File: config.mk
export PLATFORM = sky130hd
export DESIGN_NAME = hangman_word_loader
export DESIGN_NICKNAME = d
export VERILOG_FILES = /design/src/rtl/hangman_pkg.sv /design/src/rtl/hangman_char_classify.sv /design/src/rtl/hangman_word_loader.sv
export SDC_FILE = /design/constraint.sdc
export NUM_CORES = 1
export LEC_CHECK = 0
export BUFFER_PORTS_ARGS = -buffer_cell sky130_fd_sc_hd__buf_4
export CORE_ASPECT_RATIO = 0.8
export CORE_MARGIN = 4
export CORE_UTILIZATION = 48
export CTS_CLUSTER_SIZE = 12
export DETAILED_ROUTE_END_ITERATION = 10
export GPL_ROUTABILITY_DRIVEN = 1
export MAX_ROUTING_LAYER = met4
export PLACE_DENSITY_LB_ADDON = 0.25
export SLEW_MARGIN = 20
export SYNTH_ARGS = -nofsm -noshare
export SYNTH_HDL_FRONTEND = slang
export SYNTH_SLANG_ARGS = --single-unit
File: constraint.sdc
create_clock -name tb_clk -period 1.8 [get_ports tb_clk]
set_input_delay 0.09 -clock tb_clk [delete_from_list [all_inputs] [get_ports tb_clk]]
set_output_delay 0.09 -clock tb_clk [all_outputs]
set_load 0.02 [all_outputs]
File: src/rtl/hangman_pkg.sv
// Shared types and constants for the hangman word loader and its character classifier.
package hangman_pkg;

    localparam int unsigned DEFAULT_WORD_LEN = 5;
    localparam int unsigned DEFAULT_CHAR_W   = 8;

    localparam logic [7:0] ASCII_BS   = 8'h08;
    localparam logic [7:0] ASCII_CR   = 8'h0D;
    localparam logic [7:0] ASCII_A    = 8'h41;
    localparam logic [7:0] ASCII_Z    = 8'h5A;
    localparam logic [7:0] ASCII_LC_A = 8'h61;
    localparam logic [7:0] ASCII_LC_Z = 8'h7A;
    localparam logic [7:0] ASCII_CASE = 8'h20;

    typedef enum logic [2:0] {
        StEmpty,
        StCollect,
        StWaitRdy,
        StArm,
        StLocked
    } loader_state_e;

endpackage

File: src/rtl/hangman_char_classify.sv
// Byte classifier: letter / backspace / enter, with the normalized uppercase letter.
// HANGMAN_LOADER_LOWERCASE_EN folds 'a'..'z' to uppercase letters.
module hangman_char_classify
    import hangman_pkg::*;
#(
    parameter int unsigned CHAR_W = DEFAULT_CHAR_W
) (
    input  logic [CHAR_W-1:0] data_i,
    output logic              is_letter_o,
    output logic              is_bs_o,
    output logic              is_enter_o,
    output logic [CHAR_W-1:0] letter_o
);

    always_comb begin
        is_bs_o     = (data_i == CHAR_W'(ASCII_BS));
        is_enter_o  = (data_i == CHAR_W'(ASCII_CR));
        is_letter_o = (data_i >= CHAR_W'(ASCII_A)) && (data_i <= CHAR_W'(ASCII_Z));
        letter_o    = data_i;
`ifdef HANGMAN_LOADER_LOWERCASE_EN
        if ((data_i >= CHAR_W'(ASCII_LC_A)) && (data_i <= CHAR_W'(ASCII_LC_Z))) begin
            is_letter_o = 1'b1;
            letter_o    = data_i - CHAR_W'(ASCII_CASE);
        end
`endif
    end

endmodule

File: src/rtl/hangman_word_loader.sv
// Assembles host characters into the secret word and issues the game start pulse.
// Optional lowercase folding is enabled by HANGMAN_LOADER_LOWERCASE_EN (see classifier).
module hangman_word_loader
    import hangman_pkg::*;
#(
    parameter int unsigned WORD_LEN = DEFAULT_WORD_LEN,
    parameter int unsigned CHAR_W   = DEFAULT_CHAR_W
) (
    input  logic                       tb_clk,
    input  logic                       nRst,
    input  logic [CHAR_W-1:0]          rx_data,
    input  logic                       rx_valid,
    output logic                       rx_ready,
    input  logic                       game_rdy,
    input  logic                       clear,
    output logic [WORD_LEN*CHAR_W-1:0] set_word,
    output logic                       word_valid,
    output logic                       toggle_state,
    output logic [2:0]                 letter_count,
    output logic                       err_char
);

    localparam int         WL      = int'(WORD_LEN);
    localparam int         CW      = int'(CHAR_W);
    localparam logic [2:0] FullCnt = 3'(WORD_LEN);

    loader_state_e             state_q;
    logic [WORD_LEN*CHAR_W-1:0] word_q;
    logic [2:0]                count_q;
    logic                      err_q;
    logic                      toggle_q;
    logic                      valid_q;

    logic              is_letter;
    logic              is_bs;
    logic              is_enter;
    logic [CHAR_W-1:0] letter;
    logic              accept;

    hangman_char_classify #(
        .CHAR_W (CHAR_W)
    ) u_classify (
        .data_i      (rx_data),
        .is_letter_o (is_letter),
        .is_bs_o     (is_bs),
        .is_enter_o  (is_enter),
        .letter_o    (letter)
    );

    assign rx_ready = ((state_q == StEmpty) || (state_q == StCollect)) && !clear;
    assign accept   = rx_valid && rx_ready;

    always_ff @(posedge tb_clk or negedge nRst) begin
        if (!nRst) begin
            state_q  <= StEmpty;
            word_q   <= '0;
            count_q  <= '0;
            err_q    <= 1'b0;
            toggle_q <= 1'b0;
            valid_q  <= 1'b0;
        end else begin
            err_q    <= 1'b0;
            toggle_q <= 1'b0;
            if (clear) begin
                state_q <= StEmpty;
                word_q  <= '0;
                count_q <= '0;
                valid_q <= 1'b0;
            end else begin
                case (state_q)
                    StEmpty, StCollect: begin
                        if (accept) begin
                            if (is_letter) begin
                                if (count_q < FullCnt) begin
                                    // Slot k sits at byte k counted from the MSB end.
                                    for (int i = 0; i < WL; i++) begin
                                        if (count_q == 3'(i)) begin
                                            word_q[(WL-1-i)*CW +: CW] <= letter;
                                        end
                                    end
                                    count_q <= count_q + 3'd1;
                                    state_q <= StCollect;
                                end else begin
                                    err_q <= 1'b1;
                                end
                            end else if (is_bs) begin
                                if (count_q != 3'd0) begin
                                    for (int i = 0; i < WL; i++) begin
                                        if (count_q == 3'(i + 1)) begin
                                            word_q[(WL-1-i)*CW +: CW] <= '0;
                                        end
                                    end
                                    count_q <= count_q - 3'd1;
                                    if (count_q == 3'd1) begin
                                        state_q <= StEmpty;
                                    end
                                end
                            end else if (is_enter) begin
                                if (count_q == FullCnt) begin
                                    state_q <= StWaitRdy;
                                end else begin
                                    err_q <= 1'b1;
                                end
                            end else begin
                                err_q <= 1'b1;
                            end
                        end
                    end
                    StWaitRdy: begin
                        if (game_rdy) begin
                            state_q  <= StArm;
                            toggle_q <= 1'b1;
                            valid_q  <= 1'b1;
                        end
                    end
                    StArm: begin
                        state_q <= StLocked;
                    end
                    StLocked: begin
                        state_q <= StLocked;
                    end
                    default: begin
                        state_q <= StEmpty;
                    end
                endcase
            end
        end
    end

    assign set_word     = word_q;
    assign letter_count = count_q;
    assign err_char     = err_q;
    assign toggle_state = toggle_q;
    assign word_valid   = valid_q;

endmodule

# ---- Word level (Yosys, flattened, before mapping)
# Index checks and enable logic that the tools add are counted.
dict set report totals {
  wordCells 117
  reg_bits 49
  output_inout_bits 47
  inputBits 13
}
dict set report op_classes {
  n_lt_le_gt_ge 3
  eq_ne 24
  n_reduce_logical 29
  addsub 2
  n_mux 49
}
# op n
set op_table {}
lappend op_table {{$mux 40} 7}
lappend op_table {{$mux 8} 10}
lappend op_table {{$mux 3} 17}
lappend op_table {{$reduce_and 7->1} 6}
lappend op_table {{$reduce_bool 3->1} 8}
lappend op_table {{$ne 5x5->1 const B} 4}
lappend op_table {{$ne 3x2->1 const B} 6}
lappend op_table {{$eq 8x4->1 const B} 2}
lappend op_table {{$mux 1} 14}
lappend op_table {{$eq 3x2->1 const B} 4}
lappend op_table {{$eq 3x3->1 const B} 3}
lappend op_table {{$pmux 3 s3} 1}
lappend op_table {{$ge 8x7->1 const B} 1}
lappend op_table {{$le 8x7->1 const B} 1}
lappend op_table {{$reduce_bool 2->1} 4}
lappend op_table {{$eq 3x1->1 const B} 2}
lappend op_table {{$logic_not 3->1} 2}
lappend op_table {{$ne 3x3->1 const B} 2}
lappend op_table {{$reduce_and 5->1} 1}
lappend op_table {{$ne 4x4->1 const B} 1}
lappend op_table {{$reduce_or 2->1} 2}
lappend op_table {{$add 3x1->3 const B} 1}
lappend op_table {{$logic_and 1x1->1} 3}
lappend op_table {{$lt 3x3->1 const B} 1}
lappend op_table {{4 further kinds} 4}

# ---- Logic depth before layout (Yosys ltp)
# Gate-level depths: netlist of run 1.
dict set report depth {
  word_depth 8
  mapped_depth 8
  depth_no_buf 7
}

# ---- Cells and area by module
# From an unflattened synthesis of run 1, not the netlist that was laid out.
dict set report unflattened {
  cells_unflattened 209
  hier_area_um2 2484.9
}
# module seq_area_each_um2 area_each_um2 n_inst cells_per_inst
set by_module_without_submodules {}
lappend by_module_without_submodules {hangman_word_loader 1226.2 2367.3 1 191}
lappend by_module_without_submodules {hangman_char_classify 0.0 117.6 1 18}

# ---- Worst setup path after synthesis of run 1
# No wires, ideal clock.
dict set report synth_timing {
  path_kind {reg-to-reg}
  start {reg count_q[0], in the netlist letter_count[0]}
  end {reg state_q[0]}
  path_buffers 1
  period_less_slack_ps 2122
  setup_ps 125
  path_slack_ps -322
  required_ps 1675
  arrival_ps 1998
  path_stages_with_launch 9
  cell_sequence {dfrtp_1 inv_1 ha_1 clkbuf_1 nor4_1 o2111ai_1 o211a_1 o21ai_0 mux2_2}
}
dict set report synth_between {
  elab_chain_cells 3
  elab_cells_between_ends 9
  cone_classes {order compare: 1; eq/ne: 6; reduce/logical: 2}
}
# item line_no
set synth_rtl {}
lappend synth_rtl {{start: declaration} hangman_word_loader.sv:29} ;# logic [2:0] count_q;
lappend synth_rtl {{start signal: assignment} hangman_word_loader.sv:81} ;# count_q <= count_q + 3'd1;
lappend synth_rtl {{start signal: assignment} hangman_word_loader.sv:93} ;# count_q <= count_q - 3'd1;
lappend synth_rtl {{$lt 3x3->1 (tied with other cells)} hangman_word_loader.sv:74} ;# if (count_q < FullCnt) begin
lappend synth_rtl {{$ne 4x4->1 (no line) or $ne 5x5->1 (tied branches)} --}
lappend synth_rtl {{$reduce_and 7->1 (no line) *} --}
lappend synth_rtl {{end signal: assignment} hangman_word_loader.sv:82} ;# state_q <= StCollect;
lappend synth_rtl {{end signal: assignment} hangman_word_loader.sv:95} ;# state_q <= StEmpty;
lappend synth_rtl {{end signal: assignment} hangman_word_loader.sv:100} ;# state_q <= StWaitRdy;
lappend synth_rtl {{end: declaration} hangman_word_loader.sv:27} ;# loader_state_e state_q;
# Every way passes the cells marked *; elsewhere a longest branch is shown, timed or not.
# A chain may end at the register's enable or synchronous reset.

# ---- Final worst setup path of run 1
# Same ends and word-level chain as after synthesis.

==> results of run 1 <==
-- synthesized netlist by cell type, types with 6 or more instances --
cell type  instances  area, µm²
ha_1               6       75.1
o2bb2ai_1         11       96.3
nand2_1           21       78.8
a21oi_1           10       50.1
nand4_1            7       43.8
and3_1             6       37.5
o21ai_0            9       45.0
dfrtp_1           49       1230
o22ai_1           13       81.3
inv_1             18       67.6
nor2_1            14       52.6
and2_1             6       37.5
-- through the flow --
step / area [µm²] / std cells / utilization
3_5_place_dp: 3250 / 388 / 0.645
6_report: 3500 / 400 / 0.695
4_1_cts: 3410 / 398 / 0.678
3_3_place_gp: 3250 / 388 / 0.645
2_1_floorplan: 2540 / 242 / -
5_1_grt: 3500 / 400 / 0.695
-- worst max-delay path by stage --
stage                 endpoint  cells past startpoint
2_1_floorplan       state_q[0]                      8
3_3_place_gp      set_word[19]                      7
3_5_place_dp   letter_count[0]                      7
4_1_cts             state_q[0]                      7
5_1_grt             state_q[1]                      8
6_report            state_q[0]                      6
-- worst max-delay path, delay by kind of cell, from the launching register on --
kind	cells	cell delay [ns]
mux	1	0.30
compound gates	3	0.62
buf+inv	2	0.32
flops	1	0.45
-- registers in the layout, indices dropped and copies added, names as in the netlist --
register      count
err_char          1
letter_count      3
state_q           3
set_word         40
word_valid        1
toggle_state      1
-- metal layers --
metal	wire (µm)	global-route usage	vias up
met5	0	-	-
li1	-	-	1085
met1	3200	0.337	1095
met3	416	0.0350	6
met2	3090	0.333	72
met4	56	0.0430	0
-- power groups by stage --
stage | registers, W | logic, W | clock network, W
after CTS | 0.00114 | 0.000464 | 0.000700
after floorplan | 0.00118 | 0.000225 | 0
after detailed placement | 0.00116 | 0.000437 | 0
after global routing | 0.00115 | 0.000534 | 0.000741
after global placement | 0.00116 | 0.000432 | 0
final | 0.00114 | 0.000490 | 0.000696
-- logic make-up (layout without fill, tap and decap cells) --
group / count (synthesis) / count (layout) / share of synthesized area
mux: 2 / 2 / 0.00844
buf+inv: 26 / 122 / 0.0457
flops: 49 / 49 / 0.487
fa+ha+maj: 6 / 6 / 0.0298
compound gates: 77 / 77 / 0.248
simple gates: 82 / 82 / 0.181
-- cell type report --
cell class,count,area share
well taps,62,0.0222
multi-input cells,167,0.372
flip-flops and latches,49,0.351
clock buffers,5,0.0197
repair buffers,96,0.207
clock inverters,3,0.00715
inverters,18,0.0207
-- what timing repair did --
item,in CTS,in global routing
endpoints found under the setup margin,1,40
hold buffers,1,0
gates resized for setup,7,18
pin swaps,4,6
endpoints found under the hold margin,49,0
buffers inserted,1,2
==> flow_metrics.tcl, run 1 <==
set metrics [dict create \
    status "complete, but fails checks" \
    failed_checks "setup timing" \
    crit_chain "buf_4 > o211ai_1 > buf_4 > o32ai_1 > o21ai_2 > mux2_4" \
    maxSlewViolCount 0 \
    syn_nets 261 \
    cp-startpoint "letter_count[0]" \
    crit_fanout 5 \
    timing.final.ws_setup_ns -0.00464 \
    async_reset_ff_frac 1.00 \
    worst-r2r-setup-slack_ns -0.005 \
    critPathArrivalTime_ns 2.00 \
    numCtsBuffers 5 \
    dieWidth_um 89.0 \
    tns_ns -0.00464 \
    power_frac_clock 0.299 \
    r2r-end "state_q[0]" \
    crit_type "reg2reg" \
    fin_crit_ns 1.80 \
    dp_slack_ns -0.103 \
    clock-skew-final_ns 0.00996 \
    synth_area_per_cell_um2 10.4 \
    grt_pass1_vias 2243 \
    synth.cell_area_um2 2520 \
    grt_setup_unrepaired "yes" \
    clkSlewWorstSetupHoldPaths_ns 0.10 \
    dr.pass1.iters 4 \
    cap_viol_max_count 0 \
    io_buffers 59 \
    cts_tree "built" \
    powerDensity_nw_per_um2 666 \
    combPwrFrac 0.210 \
    track_usage 0.227 \
    timing.rr.start "letter_count[0]" \
    min_from "game_rdy" \
    yosysSeqAreaShare 0.487 \
    area.sequential_um2 1230 \
    dp_hpwl_um 4940 \
    rr_worst_depth 6 \
    grt_max_degree 50 \
    p_int_w 0.00162 \
    final_common_cell "buf_4" \
    clkLatencyLatePin_ns 0.31 \
    clock-root-buffer "clkbuf_8" \
    min_path_type "in2reg" \
    vdd_drop_max_uv 479 \
    ys_ff_latch 49 \
    initial_core_util 0.500 \
    cts.path.max_buffers 2 \
    power.leakage_nw 1.62 \
    timing.slew.headroom 0.596 \
    cp_slowest_cell "dfrtp_2" \
    die_area_um2 6480 \
    yosys_warnings 0 \
    startpoint_type "flip-flop" \
    p_sw_w 0.000714 \
    synthCells 242 \
    synth_cell_types 56 \
    layout-drive-gt1-share 0.432 \
    switching_share 0.306 \
    clock-sinks 49 \
    antenna_found_initial 0 \
    die_h_um 72.8 \
    wl_per_cell_um 16.9 \
    area_growth_pct 38.9 \
    final_nets 356 \
    crit_required_ns 1.99 \
    io_pins 60 \
    diodes 0 \
    cp-end-kind "flip-flop" \
    hold_end "toggle_state" \
    total_power_w 0.00233 \
    hold_viol 0 \
    multiInputGateArea_um2 1300 \
    seqPwrFrac 0.491 \
    via_per_inst 5.65 \
    wl_um 6760 \
    tightest_slew_ns 0.605 \
    route.vias.total 2258 \
    setup-violations-final 1 \
    drcViolationCount 0 \
    fin_crit_sh 1.00 \
    whs_ns 0.0767 \
    htree_levels 2 \
    drt_iter0_drc 114 \
    synth_edf_count 0 \
    ys.flop_type "dfrtp_1" \
    core_area_um2 5040 \
    grt-ovfl-total 0 \
    timing.fmax_ghz 0.554 \
    grt_pass1_wl_um 11200 \
    fill_cells 382 \
    hold_path_depth 3 \
    num_rows 23 \
    critPathMaxStageDelay_ns 0.45 \
    globalplace.congestion 0.926 \
    ant_nets 0 \
    final_cell_mix "95 x buf_4, 46 x dfrtp_1, 18 x nand2_1" \
    critPathMostFrequentCell "buf_4" \
]
Note: power is estimated with default switching activity, not from simulation.
==> run 2: changes to the inputs <==
==> constraint.sdc (replaced) <==
create_clock -name tb_clk -period 1.6 [get_ports tb_clk]
set_input_delay 0.08 -clock tb_clk [delete_from_list [all_inputs] [get_ports tb_clk]]
set_output_delay 0.08 -clock tb_clk [all_outputs]
set_load 0.02 [all_outputs]
==> run 2 against run 1 <==
- the flow still finishes with violations (setup timing)
- count of clock-buffer cells in the layout increased by 1
- register-to-register slack lost 0.16 ns
- largest cell class unchanged
- sequential cell count unchanged
- critical endpoint is now letter_count[2]
==> flow_metrics.tcl, run 2 (same netlist as run 1, synthesis figures left out) <==
set metrics [dict create \
    critPathArrivalTime_ns 1.99 \
    grt_max_degree 50 \
    clock-root-buffer "clkbuf_8" \
    timing.fmax_ghz 0.567 \
    power.leakage_nw 1.80 \
    min_path_type "in2reg" \
    vdd_drop_max_uv 484 \
    initial_core_util 0.500 \
    track_usage 0.273 \
    failed_checks "setup timing" \
    area_growth_pct 58.4 \
    fin_crit_ns 1.76 \
    wl_per_cell_um 20.5 \
    numCtsBuffers 5 \
    crit_type "reg2reg" \
    cp-startpoint "letter_count[1]" \
    fin_crit_sh 1.10 \
    clock-sinks 49 \
    cts_tree "built" \
    via_per_inst 6.17 \
    grt-ovfl-total 0 \
    final_cell_mix "104 x buf_4, 46 x dfrtp_1, 15 x inv_1" \
    cp-end-kind "flip-flop" \
    final_common_cell "buf_4" \
    fin_area_um2 3990 \
    clock-skew-final_ns 0.0201 \
    io_pins 60 \
    antenna_found_initial 0 \
    cts.path.max_buffers 2 \
    powerDensity_nw_per_um2 729 \
    wl_um 8560 \
    dr.pass1.iters 5 \
    critPathMaxStageDelay_ns 0.52 \
    route.vias.total 2580 \
    ant_nets 0 \
    globalplace.congestion 0.985 \
    timing.final.ws_setup_ns -0.162 \
    cap_viol_max_count 0 \
    die_h_um 72.8 \
    crit_fanout 4 \
    drcViolationCount 0 \
    stdcell_count 418 \
    dp_cells 403 \
    timing.rr.start "letter_count[1]" \
    min_from "game_rdy" \
    die_area_um2 6480 \
    layout-drive-gt1-share 0.573 \
    num_rows 23 \
    startpoint_type "flip-flop" \
    maxSlewViolCount 0 \
    io_buffers 59 \
    status "complete, but fails checks" \
    dpl_cell_area_um2 3410 \
    hold_viol 0 \
    grt_setup_unrepaired "yes" \
    dieWidth_um 89.0 \
    grt_pass1_wl_um 13100 \
    drt_iter0_drc 305 \
    crit_chain "inv_4 > a211oi_4 > buf_6 > or4_4 > a21o_1 > a211oi_2" \
    path_buf_inv 2 \
    diodes 0 \
    crit_required_ns 1.83 \
    core_area_um2 5040 \
    clkSlewWorstSetupHoldPaths_ns 0.10 \
    fill_cells 306 \
    final_nets 374 \
    critical_path.top_delay_family "simple AND/OR/NAND/NOR gates" \
    grt_pass1_vias 2588 \
    timing.slew.headroom 0.586 \
    dp_hpwl_um 5470 \
    tightest_slew_ns 0.621 \
    htree_levels 2 \
    clkLatencyLatePin_ns 0.31 \
    cp_slowest_cell "or4_4" \
    setup-violations-final 45 \
    largest_reg_flops 40 \
]
run 2: repair_timing:
| action | in CTS | in global routing |
|---|---|---|
| endpoints found under the hold margin | 49 | 0 |
| endpoints found under the setup margin | 46 | 46 |
| cloned | 0 | 0 |
| hold buffers | 1 | 0 |
| setup buffers | 8 | 0 |
| pin swaps | 26 | 12 |
| resized for setup | 52 | 42 |
run 2: tightest hold or removal path, cell delays in order:
cell and delay, ns:
buf_4 0.11, nand4b_1 0.10, inv_1 0.07
run 2: worst paths after layout:
check / endpoint / slack, ns / cells past startpoint
max reg2reg: letter_count[2] / -0.16 / 6
max: letter_count[2] / -0.16 / 6
min in group asynchronous: set_word[29] / 0.32 / 2
min: toggle_state / 0.09 / 3
max in group asynchronous: letter_count[2] / 0.83 / 2
min reg2reg: set_word[8] / 0.51 / 1
run 2: report_power, final:
group | switching, W | leakage (nW) | internal, W
registers | 0.0000281 | 0.676 | 0.00126
clock network | 0.000446 | 0.0554 | 0.000470
logic | 0.000399 | 1.07 | 0.000305
total | 0.000873 | 1.80 | 0.00204
run 2: through the flow:
stage / setup TNS, ns / total power, W / hold slack (ns) / setup WS (ns) / utilization
floorplan: -5.95 / 0.00160 / -0.216 / -0.279 / -
global placement: -9.78 / 0.00185 / 0.131 / -0.280 / 0.677
detailed placement: -11.47 / 0.00186 / 0.137 / -0.297 / 0.677
CTS: -1.35 / 0.00284 / 0.0742 / -0.110 / 0.758
global route: -5.88 / 0.00300 / 0.0903 / -0.240 / 0.792
finish: -2.93 / 0.00291 / 0.0917 / -0.162 / 0.792
run 2: final cells by class:
type,count,area (µm²),share of cell area
Clock buffer,6,72.6,0.0182
Clock inverter,2,38.8,0.00972
Inverter,18,72.6,0.0182
Multi-Input combinational cell,167,1610,0.403
Sequential cell,49,1230,0.308
Tap cell,62,77.6,0.0194
Timing Repair Buffer,114,892,0.224
run 2: layer usage:
metal | track usage | share of wire
met5 | - | 0
met4 | 0.0975 | 0.022
met3 | 0.0553 | 0.088
met2 | 0.405 | 0.48
met1 | 0.372 | 0.41
